[src/rtl/ram_buf_sched.sv]
// ram_buf_sched: UART receive-to-transmit byte buffer that schedules a
// single-port synchronous RAM as a circular FIFO.
// Received bytes land in a one-entry pending register, are written to the RAM
// when the port is free, and are read back and handed to the transmitter when
// it is idle.
// tx_start is high for the single RD_DATA cycle. tx_data is registered at the
// end of that cycle, so it holds the byte from the following cycle onward.
// Optional build macro RAMSCHED_OVERWRITE_EN: when defined, a pending byte
// arriving at a full buffer overwrites the oldest stored byte instead of
// being dropped.
module ram_buf_sched #(
  parameter int AW = 4,
  parameter int DW = 8
) (
  input  logic          clk,
  input  logic          rst,
  input  logic          clr,
  input  logic          rx_rcv,
  input  logic [DW-1:0] rx_data,
  input  logic          tx_ready,
  output logic          tx_start,
  output logic [DW-1:0] tx_data,
  output logic [AW-1:0] ram_addr,
  output logic          ram_rw,
  output logic [DW-1:0] ram_wdata,
  input  logic [DW-1:0] ram_rdata,
  output logic [AW:0]   count,
  output logic          full,
  output logic          empty,
  output logic          ovf
);

  localparam logic [AW:0] DEPTH = {1'b1, {AW{1'b0}}};

  typedef enum logic [1:0] {IDLE, RD_ADDR, RD_DATA, TX_WAIT} state_t;

  state_t        state, state_nxt;
  logic [AW-1:0] wr_ptr, rd_ptr;
  logic          wr_pend;
  logic [DW-1:0] pend_data;
  logic          rd_en;
  logic          wr_service;
  logic          wr_en;
  logic          wr_drop;
  logic          wr_ovr;

  assign full  = (count == DEPTH);
  assign empty = (count == '0);

  // The write port is offered a slot whenever the RAM is not busy presenting
  // a read address; clr suppresses it so a clearing cycle never writes.
  assign wr_service = wr_pend && !clr && (state != RD_ADDR);

`ifdef RAMSCHED_OVERWRITE_EN
  assign wr_en   = wr_service;
  assign wr_drop = 1'b0;
  assign wr_ovr  = wr_service && full;
`else
  assign wr_en   = wr_service && !full;
  assign wr_drop = wr_service && full;
  assign wr_ovr  = 1'b0;
`endif

  // RAM port: read mode and read pointer unless a write is being issued
  assign ram_rw    = !wr_en;
  assign ram_addr  = wr_en ? wr_ptr : rd_ptr;
  assign ram_wdata = pend_data;

  // Next-state and read-side strobes for the transmit scheduler
  always_comb begin
    state_nxt = state;
    rd_en     = 1'b0;
    tx_start  = 1'b0;
    case (state)
      IDLE: begin
        if (!empty && tx_ready && !wr_pend) state_nxt = RD_ADDR;
      end
      RD_ADDR: begin
        rd_en     = 1'b1;
        state_nxt = RD_DATA;
      end
      RD_DATA: begin
        tx_start  = 1'b1;
        state_nxt = TX_WAIT;
      end
      TX_WAIT: begin
        if (!tx_ready) state_nxt = IDLE;
      end
      default: state_nxt = IDLE;
    endcase
  end

  // Control state: FSM, pointers, occupancy, pending flag, overflow, tx_data
  always_ff @(posedge clk or posedge rst) begin
    if (rst) begin
      state   <= IDLE;
      wr_ptr  <= '0;
      rd_ptr  <= '0;
      count   <= '0;
      wr_pend <= 1'b0;
      ovf     <= 1'b0;
      tx_data <= '0;
    end else if (clr) begin
      state   <= IDLE;
      wr_ptr  <= '0;
      rd_ptr  <= '0;
      count   <= '0;
      wr_pend <= 1'b0;
      ovf     <= 1'b0;
      tx_data <= '0;
    end else begin
      state <= state_nxt;
      // Reads and writes are mutually exclusive by construction (no write in
      // RD_ADDR), so count never moves both ways on one edge.
      if (rd_en) begin
        rd_ptr <= rd_ptr + 1'b1;
        count  <= count - 1'b1;
      end
      if (wr_en) begin
        wr_ptr <= wr_ptr + 1'b1;
        if (wr_ovr) rd_ptr <= rd_ptr + 1'b1;
        else        count  <= count + 1'b1;
      end
      if (state == RD_DATA) tx_data <= ram_rdata;
      if ((rx_rcv && wr_pend) || wr_drop || wr_ovr) ovf <= 1'b1;
      if (rx_rcv && !wr_pend)     wr_pend <= 1'b1;
      else if (wr_en || wr_drop)  wr_pend <= 1'b0;
    end
  end

  // Pending byte payload; only loaded when the pending slot accepts it
  always_ff @(posedge clk) begin
    if (rx_rcv && !wr_pend && !clr) pend_data <= rx_data;
  end

endmodule

[config.mk]
export PLATFORM = sky130hd
export DESIGN_NAME = ram_buf_sched
export DESIGN_NICKNAME = d
export VERILOG_FILES = /design/src/rtl/ram_buf_sched.sv
export SDC_FILE = /design/constraint.sdc
export NUM_CORES = 1
export LEC_CHECK = 0
export CORE_MARGIN = 1
export CORE_UTILIZATION = 50
export CTS_BUF_LIST = sky130_fd_sc_hd__clkbuf_8 sky130_fd_sc_hd__clkbuf_16
export DETAILED_ROUTE_END_ITERATION = 7
export PLACE_DENSITY = 0.85
export REMOVE_ABC_BUFFERS = 1
export SETUP_SLACK_MARGIN = 0.15
export SLEW_MARGIN = 20
export SYNTH_ARGS = -nofsm -noshare
export SYNTH_HDL_FRONTEND = slang
export SYNTH_SLANG_ARGS = --single-unit
[constraint.sdc]
create_clock -name clk -period 3.7 [get_ports clk]
set_input_delay 0.555 -clock clk [delete_from_list [all_inputs] [get_ports clk]]
set_output_delay 0.555 -clock clk [all_outputs]
set_load 0.05 [all_outputs]
* Word-level counts from Yosys, hierarchy flattened *
Index checks and enable logic that the tools add are counted.

operators by class
  add/subtract/negate cells = 4
  equality and inequality tests = 7
  multiplexer cells = 21
  reductions and logical operators = 25

operators with widths
  operator               number
  $mux W4                5
  $mux W8                2
  $mux W5                3
  $logic_and A1 B1 Y1    9
  $add A4 B1 Y4 const B  2
  $pmux W2 S4            1
  $reduce_bool A2 Y1     4
  $mux W1                7
  $mux W2                3
  $ne A3 B3 Y1 const B   2
  $reduce_bool A3 Y1     2
  $add A5 B1 Y5 const B  1
  $eq A5 B5 Y1 const B   1
  $logic_not A1 Y1       5
  $logic_not A5 Y1       1
  $sub A5 B1 Y5 const B  1
  $eq A2 B2 Y1 const B   2
  $eq A2 B1 Y1 const B   1
  $logic_not A2 Y1       1
  $logic_or A1 B1 Y1     2
  $ne A2 B1 Y1 const B   1
  $reduce_and A2 Y1      1

storage, ports and cells
  flip-flop bits (word level) = 33
  input bits = 21

* Depth between registers and ports, before layout *
  word-level depth = 8
  depth in mapped cells = 11
  depth with buffers taken out = 10

* Least setup slack after synthesis *
No wires, ideal clock.

  path kind = register to register
  start = reg count[1]
  end = reg count[4]
  required time = 3,601 ps
  path slack = 873 ps
  arrival time = 2,728 ps
  stages on the path, launching flop included = 10
  setup time = 99 ps
  clock period less this slack = 2,827 ps
  cells stage by stage = dfrtp_1 -> nor4_2 -> and2_2 -> nor3_4 -> inv_2 -> fa_1 -> a21o_1 -> a21oi_1 -> a21oi_1 -> a311oi_1

on the way
  longest elaborated chain between the ends = 5
  elaborated cells on any way between the ends = 9
  classes of those cells = 2 x add/sub; 1 x eq/ne; 3 x mux; 3 x reduce/logical

ends and longest elaborated chain
  element                   RTL line  text
  start: declaration        27        output logic [AW:0] count,
  start signal: assignment  117       count <= count - 1'b1;
  start signal: assignment  122       else count <= count + 1'b1;
  $eq A5 B5 Y1 (*)          47        assign full = (count == DEPTH);
  named net full            28        output logic full,
  $logic_not A1 Y1 (*)      59        assign wr_en = wr_service && !full;
  $logic_and A1 B1 Y1 (*)   59
  $mux W5                   119       if (wr_en) begin
  $mux W5                   103       end else if (clr) begin

Mark *: on every way through the listed nets, which the timed path passes. The rest lies on a longest branch. The select of a mux whose other input is x is not followed.
A chain may end at the register's enable or synchronous reset.

* Worst setup path after layout *
  start = reg state[1]
  end = out ram_rw

on the way
  longest elaborated chain between the ends = 4

ends and longest elaborated chain
  element                   RTL line  text
  start: declaration        37        state_t state, state_nxt;
  start signal: assignment  112       state <= state_nxt;
  $ne A2 B1 Y1              52        assign wr_service = wr_pend && !clr && (state != RD_ADDR);
  $logic_and A1 B1 Y1       52
  $logic_and A1 B1 Y1       59
  $logic_not A1 Y1          65        assign ram_rw = !wr_en;
  end: declaration          24        output logic ram_rw,

Every way passes these cells.

==> metrics.yaml <==
status:
  status: "complete, no violations"
yosys:
  yosys_register_bits: 33
  cell_count_after_synthesis: 140
  post_synth_num_cell_types: 34
  synth_sequential_area_ratio_pct: 51.8
  post_synth_main_area_contributors: "sky130_fd_sc_hd__dfrtp_1 (37%), sky130_fd_sc_hd__edfxtp_1 (14%), sky130_fd_sc_hd__mux2i_1 (7.8%)"
  ys.warnings.count: 0
  syn_avg_cell_area_um2: 11.9
  yosysTopAreaCell: "sky130_fd_sc_hd__dfrtp_1"
  synth_top_cell_area_share_pct: 37.4
  syn-cell-area_um2: 1670
worst_setup_path:
  timing.rr.start: "state[1]"
  critical_path.max_fanout: 9
  worstSetupEndpoint: "ram_rw"
  r2r_setup_slack_ps: 960
  crit_path_top_delay_cell: "sky130_fd_sc_hd__clkdlybuf4s50_1"
  cp.required_ps: 3140
  crit-reg2reg-capture: "count[4]"
  timing.critical_path.depth: 6
  family_with_the_most_delay_on_the_worst_path: "buffers and inverters"
  timing_worst_setup_path_type: "flip-flop to primary output"
  cp_slowest_stage_delay_ps: 830
  reg2regPathDepth: 10
  cp_cell_sequence: "inv_1 -> ha_1 -> nand2b_1 -> nor3_4 -> inv_2 -> clkdlybuf4s50_1"
  worst-endpoint-arrival_ps: 2570
  critPathCaptureType: "primary output"
  startpoint: "state[1]"
  cp-start-kind: "flip-flop"
  cp_num_buf_inv: 3
timing:
  fmaxAchievable_mhz: 320
  max_slew_margin_pct: 38.5
  hold_viol: 0
  final-setup-viol-count: 0
  min_period_ps: 3120
  min_period_over_period_pct: 84.5
  max_slew.worst_pin.slew_ps: 921
  fin_skew_ps: 4.65
  setup_tns_ps: 0
  grt_setup_unrepaired: "false"
  final-max-slew-violation-count: 0
placement:
  placed_area_um2: 2200
  place_hpwl_mm: 2.56
  buffer_ports.inserted: 50
  place_congestion: 0.843
  dp.cells: 230
clock_tree:
  post_cts_resize_count: 0
  clk_pin_slew_ps: 70
  post-cts-setup-buffers: 0
  clkSinkCount: 33
  clockRootBuffer: "sky130_fd_sc_hd__clkbuf_8"
  cts-htree-levels: 2
  cts_max_path_buffers: 2
  clock_latency_ps: 290
  postCtsHoldBufs: 0
  tritoncts_clock_tree: "done"
  cts-buffers-inserted: 5
die:
  floorplan.die_area_um2: 3580
  fp.dieH_um: 59.8
  core_area_um2: 3100
  die_boundary_width_um: 59.8
  floorplan.initialDensity_pct: 53.9
  rows: 20
  io_pins: 51
pwr:
  pwr-share-clk_pct: 22.1
  max-vdd-ir-drop_mv: 0.682
  net-switching-power_mw: 0.745
  power.switching_fraction_pct: 41.2
  power_leakage_nw: 0.997
  power_share_of_the_sequential_group_pct: 28.7
  p_int_mw: 1.06
  power_density_nw_per_um2: 774
  combPwrFrac_pct: 49.2
routing:
  initialDrtViolationCount: 30
  vias_per_cell: 5.01
  wire_per_inst_um: 14.2
  drc: 0
  route.vias.total: 1193
  drt-pass1-iter-count: 4
  drt.antenna.violating_nets: 0
  routed_wirelength_mm: 3.38
hold_path:
  hold_class: "flip-flop to flip-flop"
global_route:
  grt_pass1_vias: 1151
  gr-total-overflow: 0
  grt_start_max_net_pins: 30
  grt_use_total_pct: 21.5
  grt_antenna_before_repair: 0
  grt_pass1_wl_mm: 5.54
layout:
  fin_cells: 238
  finalInstanceArea_um2: 2340
  insertedDiodeCount: 0
  final_layout_net_count: 225
  flow.area_growth_from_synthesis_pct: 39.9
  final_cell_mix: "sky130_fd_sc_hd__clkdlybuf4s50_1 (46), sky130_fd_sc_hd__dfrtp_1 (25), sky130_fd_sc_hd__nor2_1 (23)"
  most_common_cell_after_layout_fill_and_taps_aside: "sky130_fd_sc_hd__clkdlybuf4s50_1"
  fraction_of_final_layout_cells_with_drive_strength_greater_than_1_pct: 11.3
job:
  timing.max_cap.violations: 0
-- per-layer routing --
layer / part of all wire (%) / vias up / global-route usage (%)
met5: 0 / - / 0
met4: 1.1 / 0 / 5.98
met3: 9.1 / 3 / 8.87
met2: 45 / 53 / 33.8
met1: 45 / 547 / 27.3
li1: - / 590 / -
-- Yosys cell counts, drive strengths merged --
master and count:
a21o 1, clkbuf 4, or4 1, or3b 1, nand2 3, fa 1
a22o 1, xnor2 5, nor4 1, nand3b 1, a21oi 7, nand4 1
inv 5, ha 10, dfrtp 25, o21bai 1, a211oi 2, nor3 1
a311oi 1, buf 1, edfxtp 8, mux2i 13, nand2b 8, o22ai 1
and2 1, xor2 4, mux2 5, o31ai 1, nor2 24, nand3 2
-- power by group through the flow --
stage	clock network [mW]	logic (mW)	registers, mW
3_3_place_gp	0	0.874	0.520
4_1_cts	0.410	0.895	0.520
6_report	0.400	0.890	0.520
3_5_place_dp	0	0.891	0.527
2_1_floorplan	0	0.508	0.667
5_1_grt	0.421	0.955	0.532
-- sequential cells by signal (all words and copies together), names as in the netlist --
name       cells
ram_wdata      8
wr_ptr         4
tx_data        8
ovf            1
state          2
wr_pend        1
rd_ptr         4
count          5
-- worst reg2reg max path, stage by stage, from the launching register on --
cell                       delay [ps]
sky130_fd_sc_hd__dfrtp_1          410
sky130_fd_sc_hd__inv_1             90
sky130_fd_sc_hd__ha_1             320
sky130_fd_sc_hd__nand2b_1         310
sky130_fd_sc_hd__nor3_4           300
sky130_fd_sc_hd__inv_2            130
sky130_fd_sc_hd__fa_1             420
sky130_fd_sc_hd__a21o_1           210
sky130_fd_sc_hd__a21oi_1          180
sky130_fd_sc_hd__a21oi_1           60
sky130_fd_sc_hd__a311oi_1         220
-- how the worst min path moves through the flow --
stage	startpoint	end	slack, ps	depth (start not counted)
floorplan	rd_ptr[3]	rd_ptr[3]	500	2
global placement	ovf	ovf	480	2
detailed placement	ovf	ovf	490	2
CTS	ovf	ovf	510	2
global route	ovf	ovf	540	2
finish	ovf	ovf	510	2
-- metrics by stage --
stage / power, mW / setup slack, ps / util [%] / hold WS, ps
after floorplan: 1.17 / 873 / - / 498
after global placement: 1.39 / 982 / 71.0 / 484
after detailed placement: 1.42 / 885 / 71.0 / 495
after CTS: 1.83 / 556 / 75.4 / 512
after global routing: 1.91 / 424 / 75.4 / 537
final: 1.81 / 575 / 75.4 / 509
-- layout make-up --
class | count | area (um2)
flip-flops and latches | 33 | 866
multi-input cells | 97 | 767
fillers | 228 | 764
repair buffers | 51 | 498
clock buffers | 5 | 68.8
clock inverters | 3 | 65.1
well taps | 44 | 55.1
inverters | 5 | 18.8
-- cells by family after synthesis --
family | count (synthesis) | share of synthesized area (%)
simple gates | 44 | 14.3
fa+ha+maj | 11 | 8.68
compound gates | 15 | 6.81
mux | 18 | 11.4
xor+xnor | 9 | 4.72
buf+inv | 10 | 2.32
flops | 33 | 51.8
No activity file was read; power rests on OpenSTA's default activity.
